### config.mk
export PLATFORM = sky130hd
export DESIGN_NAME = adxl362_sync_fifo
export DESIGN_NICKNAME = d
export VERILOG_FILES = /design/src/rtl/adxl362_pkg.sv /design/src/rtl/adxl362_fifo_mem.sv /design/src/rtl/adxl362_sync_fifo.sv
export SDC_FILE = /design/constraint.sdc
export NUM_CORES = 2
export LEC_CHECK = 0
export BUFFER_PORTS_ARGS = -buffer_cell sky130_fd_sc_hd__buf_4
export CORE_ASPECT_RATIO = 1.1
export CORE_MARGIN = 5
export CORE_UTILIZATION = 55
export DETAILED_ROUTE_END_ITERATION = 8
export PLACE_DENSITY = 0.73
export SYNTH_ARGS = -nofsm -noshare
export SYNTH_HDL_FRONTEND = slang
export SYNTH_SLANG_ARGS = --single-unit
### constraint.sdc
create_clock -name clk -period 4.1 [get_ports clk]
set_clock_uncertainty 0.15 [all_clocks]
set_input_delay 1.23 -clock clk [delete_from_list [all_inputs] [get_ports clk]]
set_output_delay 1.23 -clock clk [all_outputs]
set_load 0.02 [all_outputs]
### src/rtl/adxl362_pkg.sv
// Shared definitions for the ADXL362 behavioural model: FIFO mode
// encodings and default FIFO geometry.
package adxl362_pkg;

    typedef enum logic [1:0] {
        FIFO_MODE_DISABLED = 2'b00,
        FIFO_MODE_OLDEST   = 2'b01,
        FIFO_MODE_STREAM   = 2'b10
    } fifo_mode_e;

    localparam int ADXL362_FIFO_DEPTH   = 512;
    localparam int ADXL362_SAMPLE_WIDTH = 8;

endpackage

### src/rtl/adxl362_fifo_mem.sv
// Simple dual-port sample store: synchronous write port, asynchronous read
// port. Contents are never reset.
module adxl362_fifo_mem #(
    parameter int DATA_WIDTH = 8,
    parameter int DEPTH      = 512
) (
    input  logic                     clk,
    input  logic                     wr_en,
    input  logic [$clog2(DEPTH)-1:0] wr_addr,
    input  logic [DATA_WIDTH-1:0]    wr_data,
    input  logic [$clog2(DEPTH)-1:0] rd_addr,
    output logic [DATA_WIDTH-1:0]    rd_data
);

    logic [DATA_WIDTH-1:0] mem [DEPTH];

    // Store the incoming word on the rising edge when enabled.
    always_ff @(posedge clk) begin
        if (wr_en) begin
            mem[wr_addr] <= wr_data;
        end
    end

    assign rd_data = mem[rd_addr];

endmodule

### src/rtl/adxl362_sync_fifo.sv
// Single-clock ADXL362 sample FIFO with disabled / oldest-saved / stream
// modes, count and watermark status, and sticky overrun/underrun flags.
module adxl362_sync_fifo
    import adxl362_pkg::*;
#(
    parameter int DATA_WIDTH = ADXL362_SAMPLE_WIDTH,
    parameter int DEPTH      = ADXL362_FIFO_DEPTH
) (
    input  logic                       clk,
    input  logic                       reset,
    input  logic                       flush,
    input  logic [1:0]                 mode,
    input  logic [$clog2(DEPTH):0]     watermark,
    input  logic                       write,
    input  logic [DATA_WIDTH-1:0]      data_wr,
    input  logic                       read,
    output logic [DATA_WIDTH-1:0]      data_rd,
    output logic                       fifo_empty,
    output logic                       fifo_full,
    output logic [$clog2(DEPTH):0]     fifo_count,
    output logic                       watermark_hit,
    output logic                       overrun,
    output logic                       underrun
);

    localparam int ADDR_WIDTH = $clog2(DEPTH);
    localparam logic [ADDR_WIDTH:0] FULL_COUNT = (ADDR_WIDTH+1)'(DEPTH);

    logic [ADDR_WIDTH-1:0] rd_ptr;
    logic [ADDR_WIDTH-1:0] wr_ptr;
    logic [ADDR_WIDTH:0]   count;

    logic enabled;
    logic stream;
    logic do_read;
    logic do_store;
    logic stream_drop;
    logic count_inc;
    logic overrun_set;
    logic underrun_set;

    assign fifo_empty    = (count == '0);
    assign fifo_full     = (count == FULL_COUNT);
    assign fifo_count    = count;
    assign watermark_hit = (watermark != '0) && (count >= watermark);

    // Decode the mode and derive this cycle's pointer/count/flag actions.
    // A full oldest-saved FIFO still accepts a write when a pop frees the
    // slot in the same cycle; a full stream FIFO without a pop discards
    // its oldest entry instead.
    always_comb begin
        enabled = 1'b0;
        stream  = 1'b0;
        case (mode)
            FIFO_MODE_OLDEST: enabled = 1'b1;
            FIFO_MODE_STREAM: begin
                enabled = 1'b1;
                stream  = 1'b1;
            end
            default: ;
        endcase
        do_read      = read && !fifo_empty;
        do_store     = write && enabled && (!fifo_full || stream || read);
        stream_drop  = write && stream && fifo_full && !read;
        count_inc    = do_store && !stream_drop;
        overrun_set  = write && enabled && fifo_full && !read;
        underrun_set = read && fifo_empty;
    end

    // Pointer, count and sticky flag registers; reset beats flush beats
    // read/write.
    always_ff @(posedge clk) begin
        if (reset || flush) begin
            rd_ptr   <= '0;
            wr_ptr   <= '0;
            count    <= '0;
            overrun  <= 1'b0;
            underrun <= 1'b0;
        end else begin
            if (do_store) begin
                wr_ptr <= wr_ptr + 1'b1;
            end
            if (do_read || stream_drop) begin
                rd_ptr <= rd_ptr + 1'b1;
            end
            if (count_inc && !do_read) begin
                count <= count + 1'b1;
            end else if (do_read && !count_inc) begin
                count <= count - 1'b1;
            end
            if (overrun_set) begin
                overrun <= 1'b1;
            end
            if (underrun_set) begin
                underrun <= 1'b1;
            end
        end
    end

    adxl362_fifo_mem #(
        .DATA_WIDTH (DATA_WIDTH),
        .DEPTH      (DEPTH)
    ) u_mem (
        .clk     (clk),
        .wr_en   (do_store && !(reset || flush)),
        .wr_addr (wr_ptr),
        .wr_data (data_wr),
        .rd_addr (rd_ptr),
        .rd_data (data_rd)
    );

endmodule

Yosys cells after proc, flatten, opt, wreduce, memory -nomap -nowiden
Memories as Yosys holds them, arrays and structs flattened. A register that Yosys moved wholly into a read port is not among the register bits.
Cells that the tools add are included.

cells by class
  $add $sub $neg = 4
  order comparisons = 1
  equal/unequal tests = 3
  multiplexer cells = 8
  reductions and logical operators = 29

operators by type and width
  cell                   number
  $mux 10                2
  $add 9x1->9 const B    2
  $mux 9                 2
  $logic_and 1x1->1      14
  $add 10x1->10 const B  1
  $eq 10x10->1 const B   1
  $ge 10x10->1           1
  $logic_not 10->1       1
  $reduce_bool 10->1     1
  $sub 10x1->10 const B  1
  $logic_not 1->1        7
  $logic_or 1x1->1       4
  $mux 1                 4
  $eq 2x1->1 const B     1
  $eq 2x2->1 const B     1
  $reduce_bool 2->1      1
  $reduce_or 2->1        1

word-level totals
  register bits = 30
  memory bits (writable) = 4096
  input bits = 25
  output and inout bits = 23
  memories = 1

memories
  name       depth  width  rd ports  clocked after Yosys merged registers in  wr ports  RTL line                source
  u_mem.mem  512    8      1         1                                        1         adxl362_fifo_mem.sv:15  logic [DATA_WIDTH-1:0] mem [DEPTH];

Depth between registers and ports, before layout
  depth after elaboration = 11
  mapped depth = 15

Modules after synthesis
From an unflattened synthesis, not the netlist that was laid out.

unflattened totals
  cells, all modules = 8279
  area, all modules = 161803.9 um^2

by module, submodules not included
  module             times used  cells an instance  area each (um^2)  sequential area each (um^2)
  adxl362_fifo_mem   1           8022               159767.0          122998.0
  adxl362_sync_fifo  1           257                2037.0            600.6

Worst setup path before layout
No wires, ideal clock.

  path type = in2out
  start = in watermark[0]
  end = out watermark_hit
  data arrival time = 2.917 ns
  required time = 2.720 ns
  slack = -0.197 ns
  stages on the path = 9
  path buffers = 0
  path through = ha_1 nand2b_1 a21o_1 a21o_1 a21o_1 a21o_1 a2111oi_0 or4_1 nand3_1

on the way
  word-level cells in the longest chain between the ends = 2

ends and longest elaborated chain
  item                                                       RTL line                 source
  from (decl)                                                adxl362_sync_fifo.sv:13  input logic [$clog2(DEPTH):0] watermark,
  $ge 10x10->1 / $reduce_bool 10->1 (equally long branches)  adxl362_sync_fifo.sv:45  assign watermark_hit = (watermark != '0) && (count >= watermark);
  $logic_and 1x1->1 (*)                                      adxl362_sync_fifo.sv:45
  to (decl)                                                  adxl362_sync_fifo.sv:21  output logic watermark_hit,

Every way passes the cells marked *; elsewhere a longest branch is shown, timed or not.

==> results.cfg <==
[drt]
routedWlPerCell_microns = 32.31
drtIter0Drc = 10840
detailedRoute.firstPassIterationCount = 8
via_per_inst = 6.482
num_vias = 84160
ant_nets = 0
finalWirelength_microns = 419600
drc = 0

[hold_path]
min_path_type = register to register
hold_start = overrun

[yosys]
synth_cells = 7334
synth-simple-area-share_pct = 2.119
ys_types = 51
synth-compound-area-share_pct = 2.487
yosysSeqAreaShare_pct = 77.29
synthFlopType = edfxtp_1
synthesis.area_sq_um = 160200
async_flop_share_pct = 0
muxShareOfSynthArea_pct = 16.26
ys_warn_count = 0
synth_top_family_by_area = multiplexers
synth_xor_area_share_pct = 0.1094
synth_fa_ha_area_share_pct = 0.2156
synth-seq-cells = 4135
synth_fp_nets = 7386
synth_edf_count = 4096
avgSynthCellArea_sq_um = 21.84

[cells_and_area]
seq_area_sq_um = 123800
fill_cells = 17630
drive_above_1_share_pct = 38.07
fin_cells = 12990
syn2layout_area_growth_pct = 20.03
multi_input_area_sq_um = 35840
nets = 8851
post-route-util_pct = 66.39

[clock_tree]
postCtsHoldBufs = 0
clock_path_buffers = 4
cts_root_buffer = clkbuf_16
clk_latency_ns = 0.93
numCtsBuffers = 399
clkSinkCount = 4135
cts_tree = built
cts_htree_levels = 5
clk_pin_slew_ns = 0.06

[power_and_ir_drop]
total_power_uw = 101000
p_leak_uw = 0.06216
p_per_area_nw_per_um2 = 525.3
max-vdd-ir-drop_mv = 0.5300

[die]
rows = 207
start_util_pct = 55.31
die_area_sq_um = 302100
coreArea_sq_um = 289600
io_pins = 48
die_w_microns = 524.5
die_h_microns = 576.0

[setup_path]
required_ns = 2.72
setup.worst_path.end = data_rd[7]
crit_path_start_kind = register
reg2reg_slack_ns = 0.54
worstSetupEndpointType = primary output
crit_type = register to primary output
r2r-start = fifo_count[4]
worst_ep_arrival_time_ns = 4.44
crit_path_max_fanout = 10
rr_endpoint = fifo_count[8]
r2r_cells = 15

[placement]
dp_hpwl_microns = 252800
dpl.cell_count = 12150
place.gp.congestion = 0.8650
post-place-ws_ns = -1.427
portBuffers = 47

[flow_run]
max-cap-violations = 0

[grt]
grt-ovfl-total = 0
grt_max_degree = 132
grt_pass1_wl_microns = 607300
track_usage_pct = 27.42
grt_pass1_vias = 86460
grt_antenna_before_repair = 6

[timing]
setup_ws_ns = -1.719
period_share_pct = 141.9
rsz0062_at_grt = true
tightest_slew_ns = 1.057
slew_headroom_pct = 29.52
finalMaxSlewViolations = 0
finalHoldViolations = 0
setup_viol = 9
finalCriticalPeriod_ns = 5.819
fmax_mhz = 171.8

[outcome]
violations = negative setup slack
status = complete, but fails checks
[cell type report]
cell class | instances | share of cell area, %
antenna | 2 | 0.002603
clock buffer | 490 | 5.514
clock inverter | 229 | 1.127
inverter | 20 | 0.04426
multi-input combinational | 2715 | 18.64
sequential | 4135 | 64.40
tap | 3866 | 2.516
timing repair buffer | 1528 | 7.751
[where the power goes]
group / total [uW] / internal [uW] / switching [uW]
sequential: 46600 / 46500 / 111
clock: 36300 / 20700 / 15500
combinational: 18100 / 9800 / 8310
[repair_timing]
action,CTS,global route
gates cloned,19,6
buffers inserted,49,52
setup endpoints to repair,9,9
gates resized for setup,295,139
pin swaps,66,52
[kinds of logic after synthesis]
kind of cell	after synthesis
xor gates and xnor gates	20
buffers and inverters	484
and+or+nand+nor	825
adders and majority gates	27
DFF	4135
AOI/OAI and AO/OA	538
muxes	1305
[Yosys cell counts (8+ instances only)]
master | n | area [sq um]
buf_4 | 72 | 540.5
xnor2_1 | 9 | 78.83
o22ai_1 | 54 | 337.8
mux2i_1 | 155 | 1551
dfxtp_1 | 39 | 780.8
ha_1 | 26 | 325.3
edfxtp_1 | 4096 | 123000
and3_1 | 10 | 62.56
nand3_1 | 53 | 265.3
buf_2 | 106 | 530.5
a311oi_1 | 16 | 140.1
o22a_1 | 76 | 665.6
a21oi_1 | 29 | 145.1
nor3_1 | 11 | 55.05
nor2b_1 | 12 | 75.07
nand2_1 | 96 | 360.4
o21ai_0 | 114 | 570.6
o2111ai_1 | 15 | 131.4
buf_1 | 47 | 176.4
xor2_1 | 11 | 96.34
a22oi_1 | 23 | 172.7
o221ai_1 | 95 | 832.1
nor2_1 | 589 | 2211
clkbuf_1 | 210 | 788.3
buf_6 | 29 | 326.6
nor4_1 | 18 | 112.6
mux2_2 | 125 | 1408
a21o_1 | 10 | 75.07
mux4_2 | 1025 | 23080
nand4_1 | 8 | 50.05
a221oi_1 | 92 | 805.8
inv_1 | 19 | 71.32
[layout by cell type, fill, tap and decap left out, drive strengths merged, types with 7 or more instances in the layout]
master	synthesis	layout
nor2	589	589
a221oi	92	92
xor2	11	11
nor2b	12	12
o22ai	54	54
mux2	125	125
nor4	18	18
dfxtp	39	39
inv	20	35
clkbuf	210	496
o221ai	95	95
nand2	96	96
o22a	76	76
xnor2	9	9
ha	26	26
bufbuf	0	7
a311oi	16	16
mux2i	155	155
clkinvlp	0	20
mux4	1025	1025
and3	10	10
o2111ai	15	15
buf	254	1515
a21o	10	10
edfxtp	4096	4096
a21oi	29	29
nand4	8	8
bufinv	0	38
o21ai	115	115
clkinv	0	156
a22oi	23	23
nor3	11	11
nand3	53	53
[critical path, stage by stage, from the launching register on]
cell and delay, ns:
dfxtp_4 0.39, buf_12 0.15, buf_16 0.17, buf_6 0.20, buf_4 0.20, mux4_2 0.54, o21ai_0 0.31, a221oi_1 0.17
buf_4 0.19, nor4_2 0.34, buf_4 0.22, a22oi_2 0.19, and3_4 0.28, buf_6 0.13
[worst min path at each step]
stage	endpoint	slack [ns]	cells past startpoint
5_1_grt	overrun	0.37	2
2_1_floorplan	register	0.32	2
4_1_cts	underrun	0.33	2
3_3_place_gp	underrun	0.31	2
3_5_place_dp	underrun	0.32	2
6_report	overrun	0.33	2
[sequential cells by signal (all words and copies together), names as in the netlist, named ones only]
signal      cells
fifo_count     10
overrun         1
rd_ptr          9
u_mem.mem    4096
underrun        1
wr_ptr          9
[per-stage QoR]
step | hold WS [ns] | setup TNS [ns] | instance area (sq um)
6_report | 0.3317 | -13.02 | 192200
5_1_grt | 0.3717 | -13.80 | 192200
4_1_cts | 0.3347 | -12.97 | 191100
3_5_place_dp | 0.3181 | -9.986 | 175700
3_3_place_gp | 0.3076 | -9.711 | 175700
2_1_floorplan | 0.3224 | 0 | 160200
[per-layer routing]
metal | part of all wire, % | GRT usage, % | routed length [microns] | up-vias
met5 | 0.0055 | 0 | 23 | -
met4 | 4.8 | 11.65 | 20040 | 4
met3 | 10 | 5.544 | 41840 | 965
met2 | 50 | 45.37 | 210200 | 5289
met1 | 35 | 36.00 | 147500 | 44070
li1 | - | - | - | 33840
No activity file was read; power rests on OpenSTA's default activity.
